`config.mk`:
```
export PLATFORM = sky130hd
export DESIGN_NAME = instr_fetch_unit
export DESIGN_NICKNAME = d
export VERILOG_FILES = /design/src/rtl/instr_fetch_unit.sv
export SDC_FILE = /design/constraint.sdc
export NUM_CORES = 1
export LEC_CHECK = 0
export ABC_AREA = 1
export CORE_MARGIN = 2
export CORE_UTILIZATION = 25
export CTS_CLUSTER_DIAMETER = 80
export DETAILED_ROUTE_END_ITERATION = 7
export GPL_ROUTABILITY_DRIVEN = 0
export GPL_TIMING_DRIVEN = 1
export HOLD_SLACK_MARGIN = 0.05
export MAX_ROUTING_LAYER = met4
export SLEW_MARGIN = 20
export SYNTH_ARGS = -nofsm -noshare
export SYNTH_HDL_FRONTEND = slang
export SYNTH_SLANG_ARGS = --single-unit
```
`constraint.sdc`:
```
create_clock -name clk -period 2.84 [get_ports clk]
set_clock_uncertainty 0.05 [all_clocks]
set_input_delay 0.284 -clock clk [delete_from_list [all_inputs] [get_ports clk]]
set_output_delay 0.284 -clock clk [all_outputs]
set_load 0.05 [all_outputs]
```
`src/rtl/instr_fetch_unit.sv`:
```
// Instruction fetch unit: owns PC, a one-entry prefetch buffer and IR, and fetches over a req/ack handshake.
// Optional build macro FETCH_PROTO_CHECK_EN adds a sticky protocol-error flag on err.
module instr_fetch_unit #(
  parameter int                 ADDR_W   = 8,
  parameter logic [ADDR_W-1:0]  RESET_PC = '0
) (
  input  logic              clk,
  input  logic              rst,
  input  logic              loadIR,
  input  logic              incPC,
  input  logic              loadPC,
  input  logic [ADDR_W-1:0] jump_addr,
  output logic              imem_req,
  output logic [ADDR_W-1:0] imem_addr,
  input  logic              imem_ack,
  input  logic [15:0]       imem_rdata,
  output logic              en,
  output logic [3:0]        opcode,
  output logic [15:0]       ir,
  output logic [ADDR_W-1:0] pc,
  output logic              err
);

  // Handshake: a read transfers on a rising edge where imem_req and imem_ack are both 1;
  // imem_addr holds while imem_req is 1, and a new request may start on the transfer edge.
  typedef enum logic [1:0] {IDLE, REQ, HOLD, EXEC} stateT;

  stateT             state;
  logic [15:0]       buffer;
  logic              stale;
  logic              pcUpd;
  logic [ADDR_W-1:0] nextPc;

  assign pcUpd  = loadPC | incPC;
  assign opcode = ir[15:12];

  always_comb begin
    nextPc = pc;
    if (loadPC)     nextPc = jump_addr;
    else if (incPC) nextPc = pc + 1'b1;
  end

  always_ff @(posedge clk or posedge rst) begin
    if (rst) begin
      state     <= IDLE;
      pc        <= RESET_PC;
      ir        <= '0;
      buffer    <= '0;
      stale     <= 1'b0;
      imem_req  <= 1'b0;
      imem_addr <= '0;
      en        <= 1'b0;
    end else begin
      pc <= nextPc;
      case (state)
        IDLE: begin
          state     <= REQ;
          imem_addr <= nextPc;
          imem_req  <= 1'b1;
          stale     <= 1'b0;
        end
        REQ: begin
          if (imem_req && imem_ack) begin
            // Data fetched for an outdated PC is dropped and the fetch restarts at the new PC.
            if (stale || pcUpd) begin
              stale     <= 1'b0;
              imem_addr <= nextPc;
              imem_req  <= 1'b1;
            end else begin
              buffer   <= imem_rdata;
              imem_req <= 1'b0;
              en       <= 1'b1;
              state    <= HOLD;
            end
          end else if (pcUpd) begin
            stale <= 1'b1;
          end
        end
        HOLD: begin
          if (loadIR) ir <= buffer;
          if (pcUpd) begin
            state     <= REQ;
            en        <= 1'b0;
            imem_addr <= nextPc;
            imem_req  <= 1'b1;
            stale     <= 1'b0;
          end else if (loadIR) begin
            state <= EXEC;
            en    <= 1'b0;
          end
        end
        EXEC: begin
          if (pcUpd) begin
            state     <= REQ;
            imem_addr <= nextPc;
            imem_req  <= 1'b1;
            stale     <= 1'b0;
          end
        end
        default: state <= IDLE;
      endcase
    end
  end

`ifdef FETCH_PROTO_CHECK_EN
  logic errFlag;

  always_ff @(posedge clk or posedge rst) begin
    if (rst) begin
      errFlag <= 1'b0;
    end else if ((loadIR && state != HOLD) || (incPC && loadPC) || (imem_ack && !imem_req)) begin
      errFlag <= 1'b1;
    end
  end

  assign err = errFlag;
`else
  assign err = 1'b0;
`endif

endmodule

```
==> flow_summary.yaml <==
detailed_routing:
  vias: 1900
  wl_per_cell_um: 11.9
  via_per_inst: 4.12
  drc: 0
  drt_wl_total_mm: 5.49
  dr.pass1.iters: 4
  drtAntennaViolNets: 0
  drtIter0Drc: 41
yosys:
  yosysTopAreaCell: "dfrtp_1"
  syn_inst: 268
  ys_types: 27
  netlist_top_cells_count: "nand2_1 (89), dfrtp_1 (53), inv_1 (29), o21ai_0 (25), o21ai_1 (13)"
  synth_most_common_cell: "nand2_1"
  synth_seq_cells: 53
  async_flop_share_pct: 100
  syn_avg_cell_area_um2: 8.89
  syn_nets: 303
  synth_edf_count: 0
  synth_area_um2: 2380
  yosys-top-cells-area: "dfrtp_1 (56%), nand2_1 (14%), o21ai_0 (5.2%)"
  synth_compound_area_share_pct: 11.1
  muxShareOfSynthArea_pct: 0
  ys_seq_area_share_pct: 55.6
  synth_xor_area_share_pct: 0.367
  synthAdderAreaFrac_pct: 2.62
  synth_top_area_share_pct: 55.6
  synth-main-ff-cell: "dfrtp_1"
  yosys.area_share.simple_pct: 21.8
  synth_top_family_by_area: "simple AND/OR/NAND/NOR gates"
  yosys_warnings: 0
status:
  outcome: "completed"
sta:
  max_freq_mhz: 517
  hold_viol_final: 0
  relSlewSlack_pct: 40.1
  finalCriticalPeriod_ps: 1930
  grt_setup_unrepaired: "false"
  setup_viol: 0
  layout_worst_path_cycle_share_pct: 68.1
  finalMaxSlewViolations: 0
  setup_tns_ps: 0
  worst_pin_slew_ps: 896
die:
  core_area_um2: 9240
  start_util_pct: 25.8
  die_w_um: 102
  pin_count: 69
  die_y_um: 102
  rows: 35
  die-area_um2: 10300
worst_setup_path:
  critPathSlowestCell: "clkdlybuf4s50_1"
  cp.required_ps: 2510
  path_class: "reg -> out"
  crit_arrival_ps: 1600
  cpPeakStageDelay_ps: 840
  worst-path-max-fanout: 4
  crit_family: "buffers and inverters"
  endpoint_kind: "output port"
  startpoint_type: "flop"
  crit_chain: "clkdlybuf4s50_1"
  crit_buf_inv: 1
clock_tree:
  clk_pin_slew_ps: 100
  h-tree-depth: 2
  ctsRootBufferMaster: "clkbuf_8"
  post-cts-setup-buffer-count: 0
  clock_path_buffers: 2
  cts.sinks: 53
  cts_buffers: 5
  cts_tree: "built"
  ctsResizeCount: 0
  ctsHoldBuffers: 0
  clk_latency_ps: 310
power:
  power_density_nw_per_um2: 1090
  ir_drop_v: 0.000487
  power_mw: 3.53
  p_leak_nw: 1.49
global_route:
  grt_pass1_vias: 1966
  antenna_found_initial: 0
  grt_pass1_wl_mm: 9.28
  grt_overflow: 0
  grt_max_degree: 35
  grt_usage_pct: 11.5
placed_design:
  numPortBuffers: 67
  dpl.hpwl_mm: 3.96
finish:
  finalNetCount: 366
  area_delta_synth_final_pct: 35.7
  utilization_pct: 35.0
  layout-drive-gt1-share_pct: 6.33
  diodes: 0
job:
  max_cap_viol_count: 0
worst_hold_path:
  hp-class: "in -> async"
[worst paths after layout]
path                          start      to  slack, ps  depth (start not counted)
max                           pc[3]   pc[3]        910                          1
max in group asynchronous       rst   ir[5]       1860                          3
min                             rst   pc[7]        310                          2
min in group clk              ir[5]   ir[5]        440                          2
max reg2reg                state[0]  ir[12]        950                          4
min reg2reg                   ir[5]   ir[5]        440                          2
[sequential cells by signal, summed over array words and instances (netlist names)]
register and flops:
en 1, pc 8, imem_req 1, stale 1
state 2, buffer 16, imem_addr 8, ir 16
[metal layers]
metal / GRT usage, % / up-vias / part of all wire (%)
li1: - / 962 / -
met1: 14.6 / 877 / 48
met2: 18.1 / 58 / 45
met3: 3.17 / 3 / 6.3
met4: 3.22 / 0 / 0.42
met5: - / - / 0
[kinds of logic (layout without fill, tap and decap cells)]
family | Yosys count | count (layout)
DFF | 53 | 53
AOI/OAI and AO/OA | 50 | 50
other | 1 | 1
and+or+nand+nor | 116 | 116
xor gates and xnor gates | 1 | 1
adders and majority gates | 5 | 5
buffers and inverters | 42 | 106
[stage by stage]
stage | std cells | hold WS, ps | setup slack [ps] | cell area [um2]
floorplan | 268 | 355 | 1220 | 2380
global placement | 453 | 415 | 906 | 3150
detailed placement | 453 | 422 | 817 | 3150
CTS | 461 | 329 | 881 | 3240
global route | 461 | 366 | 695 | 3240
finish | 461 | 309 | 907 | 3240
[final cells by class]
| class | instances | area [um2] |
|---|---|---|
| tap | 129 | 161 |
| sequential | 53 | 1330 |
| timing repair buffer | 68 | 691 |
| inverter | 30 | 113 |
| multi-input combinational | 173 | 858 |
| fill | 977 | 6000 |
| clock buffer | 6 | 72.6 |
| clock inverter | 2 | 13.8 |
[layout by cell type, fill, tap and decap left out, types with 2 or more instances in the layout]
master           Yosys  layout
nand3_1              9       9
o21ai_1             13      13
a21boi_0             3       3
nor2_1               5       5
clkdlybuf4s50_1      0      67
nor2_4               2       2
ha_1                 5       5
or2_2                4       4
a21oi_1              7       7
clkbuf_8             0       5
nand2_1             89      89
o21ai_0             25      25
inv_2                1       2
dfrtp_1             53      53
inv_1               29      28
[power by group]
| group | leakage [nW] | internal [mW] | switching (mW) | total (mW) |
|---|---|---|---|---|
| clock | 0.0456 | 0.177 | 0.256 | 0.433 |
| combinational | 0.807 | 0.599 | 1.25 | 1.85 |
| sequential | 0.639 | 1.07 | 0.176 | 1.25 |
(Power assumes the default switching activity.)
